### src/rtl/spram_arb_pkg.sv
// Shared definitions for the single-port RAM arbiter: width helpers and the
// RAM-side operation encoding (the RAM macro uses 0 = write, 1 = read).
package spram_arb_pkg;

    localparam logic RAM_OP_WRITE = 1'b0;
    localparam logic RAM_OP_READ  = 1'b1;

    // Address width for a RAM of the given depth (at least one bit).
    function automatic int calc_aw(input int depth);
        return (depth > 1) ? $clog2(depth) : 1;
    endfunction

    // Index width for a requester count (at least one bit).
    function automatic int calc_iw(input int num_req);
        return (num_req > 1) ? $clog2(num_req) : 1;
    endfunction

endpackage

### src/rtl/spram_arbiter_rr_pick.sv
// Combinational round-robin picker: returns the first set bit of 'valid'
// searching upward from 'ptr' with wrap-around. Reusable by any arbiter
// that shares a resource among N clients.
module rr_pick #(
    parameter int N  = 4,
    parameter int IW = 2
) (
    input  logic [N-1:0]  valid,
    input  logic [IW-1:0] ptr,
    output logic [N-1:0]  grant,
    output logic [IW-1:0] idx,
    output logic          any
);

    // Rotating priority search starting at ptr; first hit wins.
    always_comb begin
        int j;
        grant = '0;
        idx   = '0;
        any   = 1'b0;
        j     = 0;
        for (int k = 0; k < N; k++) begin
            j = int'(ptr) + k;
            if (j >= N) begin
                j = j - N;
            end else begin
                j = j;
            end
            if (!any && valid[j]) begin
                any      = 1'b1;
                grant[j] = 1'b1;
                idx      = IW'(j);
            end else begin
                any = any;
            end
        end
    end

endmodule

### src/rtl/spram_arbiter.sv
// Round-robin arbiter sharing one single-port RAM among NUM_REQ requesters,
// with optional grant locking and a 1-cycle read response path.
// Optional feature macro: SPRAM_ARB_RSP_REG_EN adds a register stage on
// rsp_valid/rsp_rdata (read latency 2 instead of 1).
module spram_arbiter
    import spram_arb_pkg::*;
#(
    parameter  int DATA_WIDTH = 32,
    parameter  int DEPTH      = 1024,
    parameter  int NUM_REQ    = 4,
    parameter  int MAX_LOCK   = 16,
    localparam int AW         = calc_aw(DEPTH),
    localparam int IW         = calc_iw(NUM_REQ),
    localparam int CW         = $clog2(MAX_LOCK + 1)
) (
    input  logic                          clock,
    input  logic                          rst_n,
    input  logic [NUM_REQ-1:0]            req_valid,
    output logic [NUM_REQ-1:0]            req_ready,
    input  logic [NUM_REQ-1:0]            req_wr,
    input  logic [NUM_REQ-1:0]            req_lock,
    input  logic [NUM_REQ*AW-1:0]         req_addr,
    input  logic [NUM_REQ*DATA_WIDTH-1:0] req_wdata,
    output logic [NUM_REQ-1:0]            rsp_valid,
    output logic [DATA_WIDTH-1:0]         rsp_rdata,
    output logic                          ram_en,
    output logic                          ram_wr,
    output logic [AW-1:0]                 ram_addr,
    output logic [DATA_WIDTH-1:0]         ram_wdata,
    input  logic [DATA_WIDTH-1:0]         ram_rdata
);

    logic [IW-1:0]      rr_ptr;
    logic [IW-1:0]      lock_owner;
    logic               lock_active;
    logic [CW-1:0]      lock_cnt;
    logic [NUM_REQ-1:0] rd_pend;

    logic [NUM_REQ-1:0] valid_gated;
    logic [NUM_REQ-1:0] pick_grant;
    logic [IW-1:0]      pick_idx;
    logic               pick_any;
    logic               lock_hit;
    logic               grant_any;
    logic [IW-1:0]      grant_idx;
    logic [NUM_REQ-1:0] grant_oh;
    logic [CW-1:0]      cnt_base;
    logic [DATA_WIDTH-1:0] rdata_sel;

    // While reset is asserted nobody may be granted, so the outputs go idle
    // immediately rather than at the next edge.
    assign valid_gated = req_valid & {NUM_REQ{rst_n}};
    assign lock_hit    = rst_n & lock_active & req_valid[lock_owner];

    rr_pick #(
        .N  (NUM_REQ),
        .IW (IW)
    ) u_pick (
        .valid (valid_gated),
        .ptr   (rr_ptr),
        .grant (pick_grant),
        .idx   (pick_idx),
        .any   (pick_any)
    );

    // Final grant: a live lock owner wins, otherwise the round-robin pick.
    always_comb begin
        grant_oh = '0;
        if (lock_hit) begin
            grant_any            = 1'b1;
            grant_idx            = lock_owner;
            grant_oh[lock_owner] = 1'b1;
        end else begin
            grant_any = pick_any;
            grant_idx = pick_idx;
            grant_oh  = pick_grant;
        end
    end

    // RAM-side command mux; idle bus is a read-polarity op with zero fields.
    always_comb begin
        req_ready = grant_oh;
        ram_en    = grant_any;
        if (grant_any) begin
            ram_wr    = req_wr[grant_idx] ? RAM_OP_WRITE : RAM_OP_READ;
            ram_addr  = req_addr[grant_idx*AW +: AW];
            ram_wdata = req_wdata[grant_idx*DATA_WIDTH +: DATA_WIDTH];
        end else begin
            ram_wr    = RAM_OP_READ;
            ram_addr  = '0;
            ram_wdata = '0;
        end
    end

    // A lock run counts from zero unless this grant continues an existing run.
    assign cnt_base = lock_hit ? lock_cnt : '0;

    // Arbitration state: rotate pointer, track lock runs, mark pending reads.
    always_ff @(posedge clock or negedge rst_n) begin
        if (!rst_n) begin
            rr_ptr      <= '0;
            lock_owner  <= '0;
            lock_active <= 1'b0;
            lock_cnt    <= '0;
            rd_pend     <= '0;
        end else begin
            if (grant_any && !lock_hit) begin
                rr_ptr <= (grant_idx == IW'(NUM_REQ - 1)) ? '0 : grant_idx + IW'(1);
            end else begin
                rr_ptr <= rr_ptr;
            end

            if (grant_any && req_lock[grant_idx] && (cnt_base < CW'(MAX_LOCK - 1))) begin
                lock_active <= 1'b1;
                lock_owner  <= grant_idx;
                lock_cnt    <= cnt_base + CW'(1);
            end else begin
                lock_active <= 1'b0;
                lock_owner  <= lock_owner;
                lock_cnt    <= '0;
            end

            if (grant_any && (req_wr[grant_idx] == 1'b0)) begin
                rd_pend <= grant_oh;
            end else begin
                rd_pend <= '0;
            end
        end
    end

    assign rdata_sel = (|rd_pend) ? ram_rdata : '0;

`ifdef SPRAM_ARB_RSP_REG_EN
    logic [NUM_REQ-1:0]    rsp_valid_q;
    logic [DATA_WIDTH-1:0] rsp_rdata_q;

    // Extra response stage for timing closure on the shared read bus.
    always_ff @(posedge clock or negedge rst_n) begin
        if (!rst_n) begin
            rsp_valid_q <= '0;
            rsp_rdata_q <= '0;
        end else begin
            rsp_valid_q <= rd_pend;
            rsp_rdata_q <= rdata_sel;
        end
    end

    assign rsp_valid = rsp_valid_q;
    assign rsp_rdata = rsp_rdata_q;
`else
    assign rsp_valid = rd_pend;
    assign rsp_rdata = rdata_sel;
`endif

endmodule

### config.mk
export PLATFORM = sky130hd
export DESIGN_NAME = spram_arbiter
export DESIGN_NICKNAME = d
export VERILOG_FILES = /design/src/rtl/spram_arb_pkg.sv /design/src/rtl/spram_arbiter_rr_pick.sv /design/src/rtl/spram_arbiter.sv
export SDC_FILE = /design/constraint.sdc
export NUM_CORES = 1
export LEC_CHECK = 0
export CAP_MARGIN = 20
export CORE_AREA = 4 4 113 115
export CTS_CLUSTER_DIAMETER = 60
export DETAILED_ROUTE_END_ITERATION = 8
export DIE_AREA = 0 0 117 119
export PLACE_DENSITY = 0.72
export SYNTH_ARGS = -nofsm -noshare
export SYNTH_HDL_FRONTEND = slang
export SYNTH_SLANG_ARGS = --single-unit
### constraint.sdc
create_clock -name clock -period 6.4 [get_ports clock]
set_input_delay 1.28 -clock clock [delete_from_list [all_inputs] [get_ports clock]]
set_output_delay 1.28 -clock clock [all_outputs]
set_load 0.005 [all_outputs]
Yosys cells after proc, flatten, opt, wreduce, memory -nomap -nowiden
Cells that the tools add are included.
- bitwise gates (word level): 7
- magnitude comparators: 16
- eq/ne operators: 1
- divide/modulo/power cells: 0
- $mul: 1
- shift operators: 2
- $add $sub $neg: 9
- multiplexer cells: 57
- reductions and logical operators: 17
- operators with widths (cell ; number):
    $mux W32 ; 6
    $ge A32 B1 Y1 const B ; 4
    $lt A32 B4 Y1 const B ; 4
    $shiftx A128 B8 Y32 ; 1
    $ge A32 B4 Y1 const B ; 3
    $sub A32 B4 Y32 const B ; 3
    $shiftx A40 B7 Y10 ; 1
    $mux W1 ; 24
    $mux W4 ; 6
    $bmux W1 S2 ; 7
    $logic_and A1 B1 Y1 ; 12
    $mux W2 ; 6
    $or A4 B4 Y4 ; 3
    $demux W1 S2 ; 5
    $mux W10 ; 1
    $mux W5 ; 2
    $add A2 B2 Y3 const B ; 2
    $lt A2 B3 Y1 const B ; 2
    $add A5 B1 Y5 const B ; 1
    $lt A5 B4 Y1 const B ; 1
    $mul A2 B3 Y5 const B ; 1
    $and A4 B4 Y4 ; 1
    $logic_not A1 Y1 ; 4
    $reduce_or A4 Y1 ; 1
    8 further kinds ; 9
- register bits: 14
- bits in read-only memories: 0
- word-level logic and storage cells: 115
- bits in writable memories: 0
- bits in latches: 0
- memories kept: 0
- output and inout bits: 84
- input bits: 214

Longest topological paths before layout
- depth in word-level cells: 21
- mapped depth: 14
- gate-level depth less buffers: 10

Hierarchy
A second synthesis with hierarchy kept.
- cells, all modules: 271
- area, all modules: 2896.5 µm²
- by module, submodules not included (module ; cells an instance ; seq. area each (µm²) ; times used ; area an instance (µm²)):
    spram_arbiter ; 223 ; 350.3 ; 1 ; 2436.1
    rr_pick ; 48 ; 0.0 ; 1 ; 460.4

Least setup slack after synthesis
No wires, ideal clock.
- path type: input to output
- start point: input port req_valid[0]
- end point: output port ram_addr[0]
- slack: 1837 ps
- buffers on the path: 4
- data arrival time: 3283 ps
- stages on the path: 9
- data required time: 5120 ps
- cells stage by stage: buf_2 -> or3b_4 -> a2111oi_4 -> nor2_2 -> a311o_1 -> buf_6 -> buf_6 -> buf_2 -> a311oi_1
- cells in the longest elaborated chain, start to end: 18
- elaborated cells on any way between the ends: 35
- those cells by class: mul (1); shift (1); mux (25); bitwise (2); reduce/logical (6)
- ends and longest elaborated chain (item ; line ; RTL):
    start, declared ; spram_arbiter.sv:18 ; input logic [NUM_REQ-1:0] req_valid,
    $and A4 B4 Y4 ; spram_arbiter.sv:52 ; assign valid_gated = req_valid & {NUM_REQ{rst_n}};
    $bmux W1 S2 ; spram_arbiter_rr_pick.sv:29 ; if (!any && valid[j]) begin
    $mux W1 (not written as such) (2 in series) ; spram_arbiter_rr_pick.sv:29 ;
    $mux W1 ; spram_arbiter_rr_pick.sv:29 ;
    $logic_not A1 Y1 ; spram_arbiter_rr_pick.sv:29 ;
    $logic_and A1 B1 Y1 ; spram_arbiter_rr_pick.sv:29 ;
    $mux W1 ; spram_arbiter_rr_pick.sv:29 ;
    $logic_not A1 Y1 ; spram_arbiter_rr_pick.sv:29 ;
    $logic_and A1 B1 Y1 ; spram_arbiter_rr_pick.sv:29 ;
    $mux W1 ; spram_arbiter_rr_pick.sv:29 ;
    $logic_not A1 Y1 ; spram_arbiter_rr_pick.sv:29 ;
    $logic_and A1 B1 Y1 ; spram_arbiter_rr_pick.sv:29 ;
    $mux W2 ; spram_arbiter_rr_pick.sv:29 ;
    $mux W2 ; spram_arbiter.sv:69 ; if (lock_hit) begin
    $mul A2 B3 Y5 ; spram_arbiter.sv:86 ; ram_addr = req_addr[grant_idx*AW +: AW];
    $shiftx A40 B7 Y10 ; spram_arbiter.sv:86 ;
    $mux W10 * ; spram_arbiter.sv:84 ; if (grant_any) begin
    end, declared ; spram_arbiter.sv:28 ; output logic [AW-1:0] ram_addr,
Mark *: on every way between the ends. The rest lies on a longest branch, timed or not. The select of a mux whose other input is x is not followed.

Final worst setup path
- start point: input port req_valid[3]
- end point: output port ram_addr[9]
The elaborated chain is that of the path after synthesis.

==> metrics.md <==
| Metric | Value |
|---|---|
| Outcome | complete, no violations |
| Hold WC Path Type | flop to flop |
| Min-Delay Path Depth | 2 |
| Power density over cell area | 383 mW/mm^2 |
| R2R setup slack | 2950 ps |
| CP most frequent cell | clkdlybuf4s50_1 |
| Max-slew violations | 0 |
| Residual DRC | 0 |
| Post-CTS Hold Fix Bufs | 0 |
| Fill count | 1094 |
| Placed inst area | 0.00619 mm^2 |
| # diodes | 0 |
| Static leakage | between 2 and 2.5 nW |
| Syn Nets | 680 |
| Rel. slew slack | 0.405 |
| Finished Layout Cells | 865 |
| Synth Area in Compound Gates | 0.344 |
| Crit start category | input pin |
| Die Area | around 0.014 mm^2 |
| Avg Cell Area, Syn | 6.85 um^2 |
| CP max FO | 31 |
| Setup Viol. Count Final | 0 |
| Total global routing overflow | 0 |
| Initial antenna violation count | 0 |
| ANT nets after route | 0 |
| Min-delay src | lock_cnt[3] |
| Synth Area in Adders | 0.0400 |
| Clock Skews | roughly 2.4 ps |
| Cts bufs inserted | 3 |
| Yosys cell types | 59 |
| DP HPWL | 12.5 mm |
| Max cap viols | 0 |
| Number of synthesized flops with an enable pin | 0 |
| Max Fclk | 166 MHz |
| Tcrit/Tclk final | 0.939 |
| Final WL | 15.9 mm |
| Simple-Gate Fraction of Synth Area | 0.381 |
| Worst Setup Path Type | input pin to primary output |
| Setup WS post-layout | between 300 and 400 ps |
| Final net count | 944 |
| Gr usage total | 0.212 |
| Mux contribution to synthesized area | 0.0296 |
| Clock Latency Late Sink | 240 ps |
| FF-to-FF path depth | 8 |
| Minimum period implied by the final worst setup slack | approximately 6000 ps |
| Cts repair resizes | 0 |
| Crit-path slowest cell | clkdlybuf4s50_1 |
| Post-synthesis sequential area ratio | 0.112 |
| Post-CTS setup buffers | 0 |
| Worst Path Required | 5120 ps |
| Family with the most delay on the worst path | buffers and inverters |
| CP arrival | about 4700 ps |
| IO Port Bufs | roughly 300 |
| Hold Path End | lock_cnt[4] |
| Vias per cell | 5.43 |
| CP endpoint kind | primary output |
| Vias in the first global route | 4749 |
| Die width | 117 um |
| Asr flop ratio synth | 1.00 |
| RR Endpoint | rsp_valid[3] |
| TNS Setup | 0 ps |
| Io pins | 298 |
| Vias after detailed routing | 4700 |
| Placement Setup Slack | between 400 and 500 ps |
| # clock sinks | 14 |
| RR Startpoint | rr_ptr[1] |
| Critical Path Max Stage Delay | 740 ps |
| Clk pin slew, worst setup/hold paths | 40 ps |
| Worst path cell trace | clkdlybuf4s50_1 -> or3b_2 -> a2111oi_2 -> nor2_2 -> a311o_2 -> buf_4 -> a211oi_1 -> a311oi_1 -> clkdlybuf4s50_1 |
| Core area | 0.0118 mm^2 |
| Primary FF master, synth | dfrtp_1 |
| DRT iter0 DRCs | 159 |
| Peak VDD IR | 0.232 mV |
| Yosys reg bits | 14 |
| Gate Count Post-Synth | between 400 and 500 |
| Htree depth | 1 |
| GPL Wtd Cong | 0.971 |
| Layout cells sized above 1 | 0.0529 |
| WL/cell | 18.4 um |
| CTS tree | yes |
| Post-synthesis xor/xnor area fraction | 0.00561 |
| Clock root buffer | clkbuf_16 |
| Placed Cells | 862 |
| Hold Vio Cnt, Final | 0 |
| Initial core utilization | 0.265 |
| First-pass GRT wire length | between 20 and 25 mm |
| Hold slack | 578 ps |
| Die height | about 120 um |
| WP buf/inv | 3 |
| Num rows | 40 |
| P&R area growth vs syn | 100% |
| Deepest clock path buffer count | 2 |
| RSZ-0062 raised after global routing | no |
| DRT Pass-1 Iters | 4 |
| Main combinational cell family by area after synthesis | simple AND/OR/NAND/NOR gates |
| Largest net degree at the start of global routing | 54 |
| Synth Cell Area | approximately 0.0031 mm^2 |
| Design area | 0.00626 mm^2 |
| Worst path depth | 9 |
| Synth Warn # | 0 |
| Slew @ Worst Pin | 871 ps |
[layer usage]
| layer | share of wire | wire [um] | GRT usage | vias up |
|---|---|---|---|---|
| met2 | 0.52 | 8230 | 0.395 | 252 |
| met4 | 0.025 | 398 | 0.0616 | 0 |
| met5 | 0 | 0 | 0 | - |
| met1 | 0.36 | 5690 | 0.224 | 2181 |
| met3 | 0.10 | 1590 | 0.0661 | 29 |
| li1 | - | - | - | 2238 |
[sequential cells by signal, indices dropped and copies added, names as in the netlist]
signal       count
lock_cnt         5
lock_active      1
rsp_valid        4
lock_owner       2
rr_ptr           2
[logic make-up (layout without fill, tap and decap cells)]
kind of cell               after synthesis  in the layout
AOI/OAI and AO/OA                      129            129
xor gates and xnor gates                 2              2
adders and majority gates               10             10
buffers and inverters                   63            325
DFF                                     14             14
muxes                                    9              9
and+or+nand+nor                        229            229
[Yosys cell counts, drive strengths merged (4+ instances only)]
| library cell | n | area, um^2 |
|---|---|---|
| inv | 9 | 33.8 |
| clkbuf | 34 | 128 |
| nor2 | 10 | 40.0 |
| a211oi | 44 | 335 |
| ha | 10 | 125 |
| nor2b | 33 | 206 |
| nand3 | 8 | 40.0 |
| nand2 | 100 | 375 |
| mux2i | 7 | 70.1 |
| a21oi | 7 | 35.0 |
| nor3 | 4 | 25.0 |
| and3 | 46 | 288 |
| nand2b | 4 | 25.0 |
| o21ai | 6 | 30.0 |
| nand3b | 4 | 30.0 |
| a311oi | 42 | 368 |
| dfrtp | 14 | 350 |
| o211ai | 4 | 30.0 |
| buf | 19 | 109 |
[how the worst max path moves through the flow]
stage	startpoint	to	slack, ps
6_report	req_valid[3]	ram_addr[9]	390
3_5_place_dp	req_valid[3]	ram_addr[9]	410
2_1_floorplan	req_valid[0]	ram_addr[0]	1840
4_1_cts	req_valid[3]	ram_addr[9]	390
3_3_place_gp	req_valid[3]	ram_addr[9]	440
5_1_grt	req_valid[3]	ram_wdata[29]	200
[worst min-delay path: cells and delay by family (launching register included)]
kind | cells | cell delay (ps)
DFF | 1 | 400
and+or+nand+nor | 2 | 140
[cell usage in the layout (no fill, tap or decap), types with 9 or more instances in the layout]
cell | synthesis | layout
clkdlybuf4s50_1 | 0 | 297
nand2_1 | 100 | 99
and3_1 | 46 | 46
a211oi_1 | 43 | 43
a311oi_1 | 42 | 42
nor2b_1 | 33 | 33
dfrtp_1 | 14 | 14
buf_4 | 1 | 14
ha_1 | 10 | 10
nor2_1 | 9 | 9
[report_power, final]
group          internal [W]  total [W]  switching (W)  leakage (nW)
clock             0.0000815   0.000114      0.0000328        0.0370
sequential         0.000116   0.000151      0.0000348         0.182
combinational       0.00107    0.00213        0.00107          2.22
total               0.00126    0.00240        0.00113          2.44
[metrics by stage]
step / power [W] / utilization
after floorplan: 0.00129 / -
after global placement: 0.00225 / 0.524
after detailed placement: 0.00229 / 0.524
after CTS: 0.00242 / 0.530
after global routing: 0.00262 / 0.530
final: 0.00240 / 0.530
[cell type report]
cell class / count / area [um^2] / area share
clock buffers: 3 / 75.1 / 0.0120
inverters: 10 / 37.5 / 0.00599
multi-input cells: 379 / 2520 / 0.402
flip-flops and latches: 14 / 350 / 0.0559
well taps: 147 / 184 / 0.0294
repair buffers: 312 / 3100 / 0.495
Power figures use the tool's default switching activity.
